<file path="src/rtl/delay_sum_beamformer_if.sv">
// Frame and delay handshake between the TDM receive side and the delay-and-sum beamformer.
// The beamformer takes the slave modport; the sample source/controller takes master.
interface delay_sum_beamformer_if #(
    parameter int MICS         = 2,
    parameter int SAMPLE_WIDTH = 24,
    parameter int DELAY_WIDTH  = 4
);
    logic [MICS-1:0][SAMPLE_WIDTH-1:0] audio_in;
    logic                              audio_valid_in;
    logic [MICS-1:0][DELAY_WIDTH-1:0]  delay_in;
    logic                              delay_load_in;
    logic [SAMPLE_WIDTH-1:0]           audio_out;
    logic                              audio_valid_out;
    logic                              busy_out;

    modport master (
        output audio_in, audio_valid_in, delay_in, delay_load_in,
        input  audio_out, audio_valid_out, busy_out
    );

    modport slave (
        input  audio_in, audio_valid_in, delay_in, delay_load_in,
        output audio_out, audio_valid_out, busy_out
    );
endinterface

</file>
<file path="src/rtl/delay_sum_beamformer.sv">
// Delay-and-sum beamformer: per-mic sample history, programmable whole-sample delays, averaged output.
// Optional DSB_OVERRUN_EN adds a sticky overrun_out flag for frames dropped while busy.
//
// state | meaning
// IDLE  | waiting for a frame; delay loads apply immediately
// ACC   | summing one delayed mic tap per cycle
// OUT   | averaged sample presented with valid pulse; write pointer advances
module delay_sum_beamformer #(
    parameter int MICS         = 2,
    parameter int SAMPLE_WIDTH = 24,
    parameter int MAX_DELAY    = 16,
    parameter int DELAY_WIDTH  = $clog2(MAX_DELAY)
) (
    input  logic clk_in,
    input  logic rst_in,
`ifdef DSB_OVERRUN_EN
    output logic overrun_out,
`endif
    delay_sum_beamformer_if.slave bus
);
    localparam int MIC_BITS  = $clog2(MICS);
    localparam int ACC_WIDTH = SAMPLE_WIDTH + MIC_BITS;

    typedef enum logic [1:0] {IDLE, ACC, OUT} state_t;

    state_t                           state;
    logic [SAMPLE_WIDTH-1:0]          hist [MICS][MAX_DELAY];
    logic [DELAY_WIDTH-1:0]           wr_ptr;
    logic [MICS-1:0][DELAY_WIDTH-1:0] dly;
    logic [MICS-1:0][DELAY_WIDTH-1:0] dly_pend;
    logic                             pend;
    logic [MIC_BITS-1:0]              mic;
    logic signed [ACC_WIDTH-1:0]      acc;

    logic [DELAY_WIDTH-1:0]           rd_ptr;
    logic [SAMPLE_WIDTH-1:0]          tap_raw;
    logic signed [ACC_WIDTH-1:0]      tap;
    logic signed [ACC_WIDTH-1:0]      acc_next;
    logic signed [SAMPLE_WIDTH-1:0]   avg;

    // Pointer subtraction wraps naturally because MAX_DELAY is a power of two.
    always_comb begin
        rd_ptr   = wr_ptr - dly[mic];
        tap_raw  = hist[mic][rd_ptr];
        tap      = {{MIC_BITS{tap_raw[SAMPLE_WIDTH-1]}}, tap_raw};
        acc_next = acc + tap;
        avg      = SAMPLE_WIDTH'(acc_next >>> MIC_BITS);
    end

    always_ff @(posedge clk_in or negedge rst_in) begin
        if (!rst_in) begin
            state               <= IDLE;
            wr_ptr              <= '0;
            dly                 <= '0;
            dly_pend            <= '0;
            pend                <= 1'b0;
            mic                 <= '0;
            acc                 <= '0;
            bus.audio_out       <= '0;
            bus.audio_valid_out <= 1'b0;
            bus.busy_out        <= 1'b0;
`ifdef DSB_OVERRUN_EN
            overrun_out         <= 1'b0;
`endif
            for (int m = 0; m < MICS; m++) begin
                for (int d = 0; d < MAX_DELAY; d++) begin
                    hist[m][d] <= '0;
                end
            end
        end else begin
            bus.audio_valid_out <= 1'b0;
`ifdef DSB_OVERRUN_EN
            if (bus.audio_valid_in && state != IDLE) begin
                overrun_out <= 1'b1;
            end
`endif
            case (state)
                IDLE: begin
                    if (bus.audio_valid_in) begin
                        for (int m = 0; m < MICS; m++) begin
                            hist[m][wr_ptr] <= bus.audio_in[m];
                        end
                        acc          <= '0;
                        mic          <= '0;
                        bus.busy_out <= 1'b1;
                        state        <= ACC;
                        // The frame being accepted must still see the old delays.
                        if (bus.delay_load_in) begin
                            dly_pend <= bus.delay_in;
                            pend     <= 1'b1;
                        end
                    end else if (bus.delay_load_in) begin
                        dly <= bus.delay_in;
                    end
                end
                ACC: begin
                    acc <= acc_next;
                    mic <= mic + 1'b1;
                    if (mic == MIC_BITS'(MICS - 1)) begin
                        bus.audio_out       <= avg;
                        bus.audio_valid_out <= 1'b1;
                        state               <= OUT;
                    end
                    if (bus.delay_load_in) begin
                        dly_pend <= bus.delay_in;
                        pend     <= 1'b1;
                    end
                end
                OUT: begin
                    wr_ptr       <= wr_ptr + 1'b1;
                    bus.busy_out <= 1'b0;
                    state        <= IDLE;
                    pend         <= 1'b0;
                    if (bus.delay_load_in) begin
                        dly <= bus.delay_in;
                    end else if (pend) begin
                        dly <= dly_pend;
                    end
                end
                default: begin
                    state        <= IDLE;
                    bus.busy_out <= 1'b0;
                end
            endcase
        end
    end
endmodule

</file>
<file path="src/flat_wrapper.sv">
// flat-port wrapper written by rule: the top's interface ports become plain ports
module delay_sum_beamformer_flat 
#(
    parameter int MICS         = 2,
    parameter int SAMPLE_WIDTH = 24,
    parameter int MAX_DELAY    = 16,
    parameter int DELAY_WIDTH  = $clog2(MAX_DELAY)
)
  (clk_in, rst_in, bus_audio_in, bus_audio_valid_in, bus_delay_in, bus_delay_load_in, bus_audio_out, bus_audio_valid_out, bus_busy_out);
  delay_sum_beamformer_if #(.MICS(MICS), .SAMPLE_WIDTH(SAMPLE_WIDTH), .DELAY_WIDTH(DELAY_WIDTH)) bus_i ();
  input  logic clk_in;
  input  logic rst_in;
  input wire logic [$bits(bus_i.audio_in)-1:0] bus_audio_in;
  input wire logic [$bits(bus_i.audio_valid_in)-1:0] bus_audio_valid_in;
  input wire logic [$bits(bus_i.delay_in)-1:0] bus_delay_in;
  input wire logic [$bits(bus_i.delay_load_in)-1:0] bus_delay_load_in;
  output wire logic [$bits(bus_i.audio_out)-1:0] bus_audio_out;
  output wire logic [$bits(bus_i.audio_valid_out)-1:0] bus_audio_valid_out;
  output wire logic [$bits(bus_i.busy_out)-1:0] bus_busy_out;
  assign bus_i.audio_in = bus_audio_in;
  assign bus_i.audio_valid_in = bus_audio_valid_in;
  assign bus_i.delay_in = bus_delay_in;
  assign bus_i.delay_load_in = bus_delay_load_in;
  assign bus_audio_out = bus_i.audio_out;
  assign bus_audio_valid_out = bus_i.audio_valid_out;
  assign bus_busy_out = bus_i.busy_out;
  delay_sum_beamformer #(.MICS(MICS), .SAMPLE_WIDTH(SAMPLE_WIDTH), .MAX_DELAY(MAX_DELAY), .DELAY_WIDTH(DELAY_WIDTH)) u_core (.clk_in(clk_in), .rst_in(rst_in), .bus(bus_i));
endmodule
</file>
<file path="config.mk">
export PLATFORM = sky130hd
export DESIGN_NAME = delay_sum_beamformer_flat
export DESIGN_NICKNAME = d
export VERILOG_FILES = /design/src/rtl/delay_sum_beamformer_if.sv /design/src/rtl/delay_sum_beamformer.sv /design/src/flat_wrapper.sv
export SDC_FILE = /design/constraint.sdc
export NUM_CORES = 1
export LEC_CHECK = 0
export ABC_AREA = 1
export CAP_MARGIN = 10
export CORE_MARGIN = 4
export CORE_UTILIZATION = 48
export CTS_BUF_LIST = sky130_fd_sc_hd__clkbuf_4
export CTS_CLUSTER_SIZE = 14
export DETAILED_ROUTE_END_ITERATION = 16
export MAX_ROUTING_LAYER = met4
export SLEW_MARGIN = 10
export SYNTH_ARGS = -nofsm -noshare
export SYNTH_HDL_FRONTEND = slang
export SYNTH_SLANG_ARGS = --single-unit
</file>
<file path="constraint.sdc">
create_clock -name clk_in -period 11.8 [get_ports clk_in]
set_input_delay 1.77 -clock clk_in [delete_from_list [all_inputs] [get_ports clk_in]]
set_output_delay 1.77 -clock clk_in [all_outputs]
set_load 0.02 [all_outputs]
</file>
==> run summary <==
Status - completed
Synth area leaders - dfrtp_1 53%, nand2_1 9.5%, o21ai_0 9.3%, a21oi_1 7.5%, inv_1 3.7%
Vias per std cell - 5.478
Pin slew with the least headroom to its limit - 1.259 ns
Clock transition at path regs - 0.07 ns
Nets - 4,959
DR iter-0 viols - 3,013
Core area - 82,240 um2
Site row count - 105
Setup TNS - 0 ns
Vias - 33.56k
Vias in the first global route - 32.20k
GP Congestion - 0.9019
Pin count of the biggest net entering global routing - 215
Post-synth top area share - 0.5295
Largest area contributor in the netlist - dfrtp_1
CP Max Fanout - 70
Hold Path End - u_core.acc[9]$_DFFE_PN0P_
Worst Setup Start Kind - flip-flop
Reg2Reg Setup Slack - 4.02 ns
IO Pins - 86
First-pass GRT wire length - 188.6 mm
Syn nets - 4,976
Total Wirelength - 120.8 mm
Worst Skew - 0.07611 ns
Cts repair resizes - 0
Maximum clock rate - 128.6 MHz
Die H - 296.1 um
Critical path's slowest cell - fa_4
Reg area - 21,100 um2
CP arrival - 8.75 ns
Mapped Area - 39,840 um2
Die area - 87,680 um2
Post-DP HPWL - 72.01 mm
Overall Global Routing Usage - 0.2872
Pre-Repair DR Iteration Count - 6
CP most frequent cell - nand2_1
Syn Area/Cell - 8.159 um2
Total CTS buffers - 229
Worst setup EP type - flip-flop
Clock tree from TritonCTS - done
Slew HR - 0.1607
RSZ-0062 raised after global routing - no
Clk_lat worst skew - 1.15 ns
Multi-input gate area - 15,470 um2
CTS root buf - clkbuf_4
Post-DRT Antenna Nets - 0
Worst-case reg-to-reg path depth - 24
Max Cap Violations - 0
Sequential share of the synthesized area - 0.5295
Die X - 296.1 um
Classification of the worst setup path - flip-flop to flip-flop
Buffers on Ports - 85
Yosys reg bits - 843
Layout area overhead - 9.553%
Hold Crit Class - flip-flop to flip-flop
Post-synthesis cell type count - 45
Min-Delay Startpoint - u_core.acc[9]$_DFFE_PN0P_
Hold Violations, Final - 0
Crit-path max cell delay - 1.33 ns
CTS hold repair buffers - 0
Final Critical Period - 7.777 ns
Synth warn - 0
Hold path cells - 2
Total gr overflow - 0
Fin. max-slew vios - 0
Period utilization - 0.6590
Gate Count Post-Synth - 4,883
CTS Buffer Depth - 3
Reg2reg start - u_core.mic$_DFFE_PN0P_
Worst EP required - 12.77 ns
RR Endpoint - u_core.bus.audio_out[21]$_DFFE_PN0P_
Setup Fix Bufs, Post-CTS - 0
Initial Utilization - 0.4845
Fillers - 8,042
Critical-path cell list - inv_4 -> nand2_1 -> nand2_1 -> ha_4 -> inv_1 -> fa_4 -> clkinv_2 -> buf_4 -> o31ai_1 -> o211ai_1 -> o21ai_1 -> ha_1 -> inv_1 -> fa_1 -> o21ai_2 -> nand2_1 -> nand2_1 -> nand2_1 -> nand2_1 -> nand3_1 -> nand3_1 -> nand2_1 -> nand3_1 -> nand2_1
Remaining DRCs - 0
CTS H-tree lvls - 4
Initial antenna violation count - 21
Share of layout cells above drive strength 1 - 0.09060
Setup Viol. Count Final - 0
Total clock sinks - 843
Avg WL per Cell - 19.72 um
cell usage after synthesis (all sizes together):
library cell and instances:
o211ai 12, ha 31, o21ai 826, a22o 2
clkbuf 141, a21boi 2, nand2 1019, a21oi 595
buf 243, a211oi 45, dfrtp 843, o31ai 11
xor2 9, nand4 14, nor4 2, o21a 1
o22ai 1, a22oi 46, nor2 364, nor3 4
inv 393, a21o 3, xnor2 6, or2 5
mux2i 2, o21bai 5, nand3 244, fa 2
nor3b 1, nand3b 1, a31oi 10
critical path, delay by kind of cell (launching register included):
kind,cells,cell delay [ns]
buffers and inverters,5,2.52
adders and majority gates,4,2.19
and+or+nand+nor,11,1.14
AOI/OAI and AO/OA,4,0.94
DFF,1,0.74
cells by family (layout without fill, tap and decap cells):
group | count (synthesis) | after routing | share of synthesized area
adder cells (fa/ha/maj) | 33 | 33 | 0.01074
other | 0 | 11 | 0
buffers and inverters | 777 | 938 | 0.08426
AND/OR/NAND/NOR | 1654 | 1654 | 0.1673
flip-flops | 843 | 843 | 0.5295
multiplexers | 2 | 2 | 0.0005025
XOR/XNOR | 15 | 15 | 0.003298
AO/OA/AOI/OAI | 1559 | 1559 | 0.2044
routing by layer:
metal,GRT usage,vias to the layer above,part of all wire
met5,-,-,0
li1,-,16205,-
met3,0.04269,212,0.049
met2,0.4458,891,0.47
met4,0.08928,0,0.024
met1,0.3934,16247,0.46
flip-flops by register name, indices dropped and copies added (netlist names):
signal,count
u_core.hist,768
u_core.acc,25
u_core.bus.audio_out,24
u_core.dly,8
u_core.dly_pend,8
u_core.wr_ptr,4
u_core.state,2
u_core.bus.audio_valid_out,1
u_core.bus.busy_out,1
u_core.mic,1
u_core.pend,1
how the worst max path moves through the flow:
stage,slack [ns],start,endpoint
6_report,4.02,u_core.mic$_DFFE_PN0P_,u_core.bus.audio_out[21]$_DFFE_PN0P_
2_1_floorplan,7.29,u_core.mic$_DFFE_PN0P_,u_core.acc[22]$_DFFE_PN0P_
5_1_grt,3.46,u_core.mic$_DFFE_PN0P_,u_core.bus.audio_out[21]$_DFFE_PN0P_
4_1_cts,4.04,u_core.mic$_DFFE_PN0P_,u_core.bus.audio_out[21]$_DFFE_PN0P_
3_3_place_gp,4.13,u_core.mic$_DFFE_PN0P_,u_core.bus.audio_out[21]$_DFFE_PN0P_
3_5_place_dp,4.13,u_core.mic$_DFFE_PN0P_,u_core.bus.audio_out[21]$_DFFE_PN0P_
cell type report:
cell class | count | area share
clock inverters | 63 | 0.007740
clock buffers | 346 | 0.05951
flip-flops and latches | 843 | 0.4834
diodes | 11 | 0.0006306
inverters | 393 | 0.03400
well taps | 1070 | 0.03067
repair buffers | 136 | 0.02953
multi-input cells | 3263 | 0.3545
layout by cell type (no fill, tap or decap), drive strengths merged, types with 4 or more instances in the layout:
master,instances
ha,31
diode,11
a31oi,10
a22oi,46
inv,400
xnor2,6
nand3,244
nand4,14
nor3,4
buf,52
o31ai,11
nor2,364
o21ai,826
or2,5
clkinv,52
o21bai,5
xor2,9
a211oi,45
nand2,1019
o211ai,12
clkbuf,346
dfrtp,843
a21oi,595
clkdlybuf4s50,84
through the flow:
stage,instances,instance area (um2),util,setup slack [ns],hold slack (ns)
after floorplan,4883,39840,-,7.289,0.4533
after detailed placement,5704,40670,0.4945,4.132,0.4729
after CTS,6113,43600,0.5302,4.043,0.4871
final,6125,43650,0.5307,4.023,0.4853
after global placement,5704,40670,0.4945,4.134,0.4661
after global routing,6121,43640,0.5306,3.455,0.5025
Power is left out: the tool's default activity adds up to more than one toggle a clock period on the data nets, which glitch-free logic cannot reach.
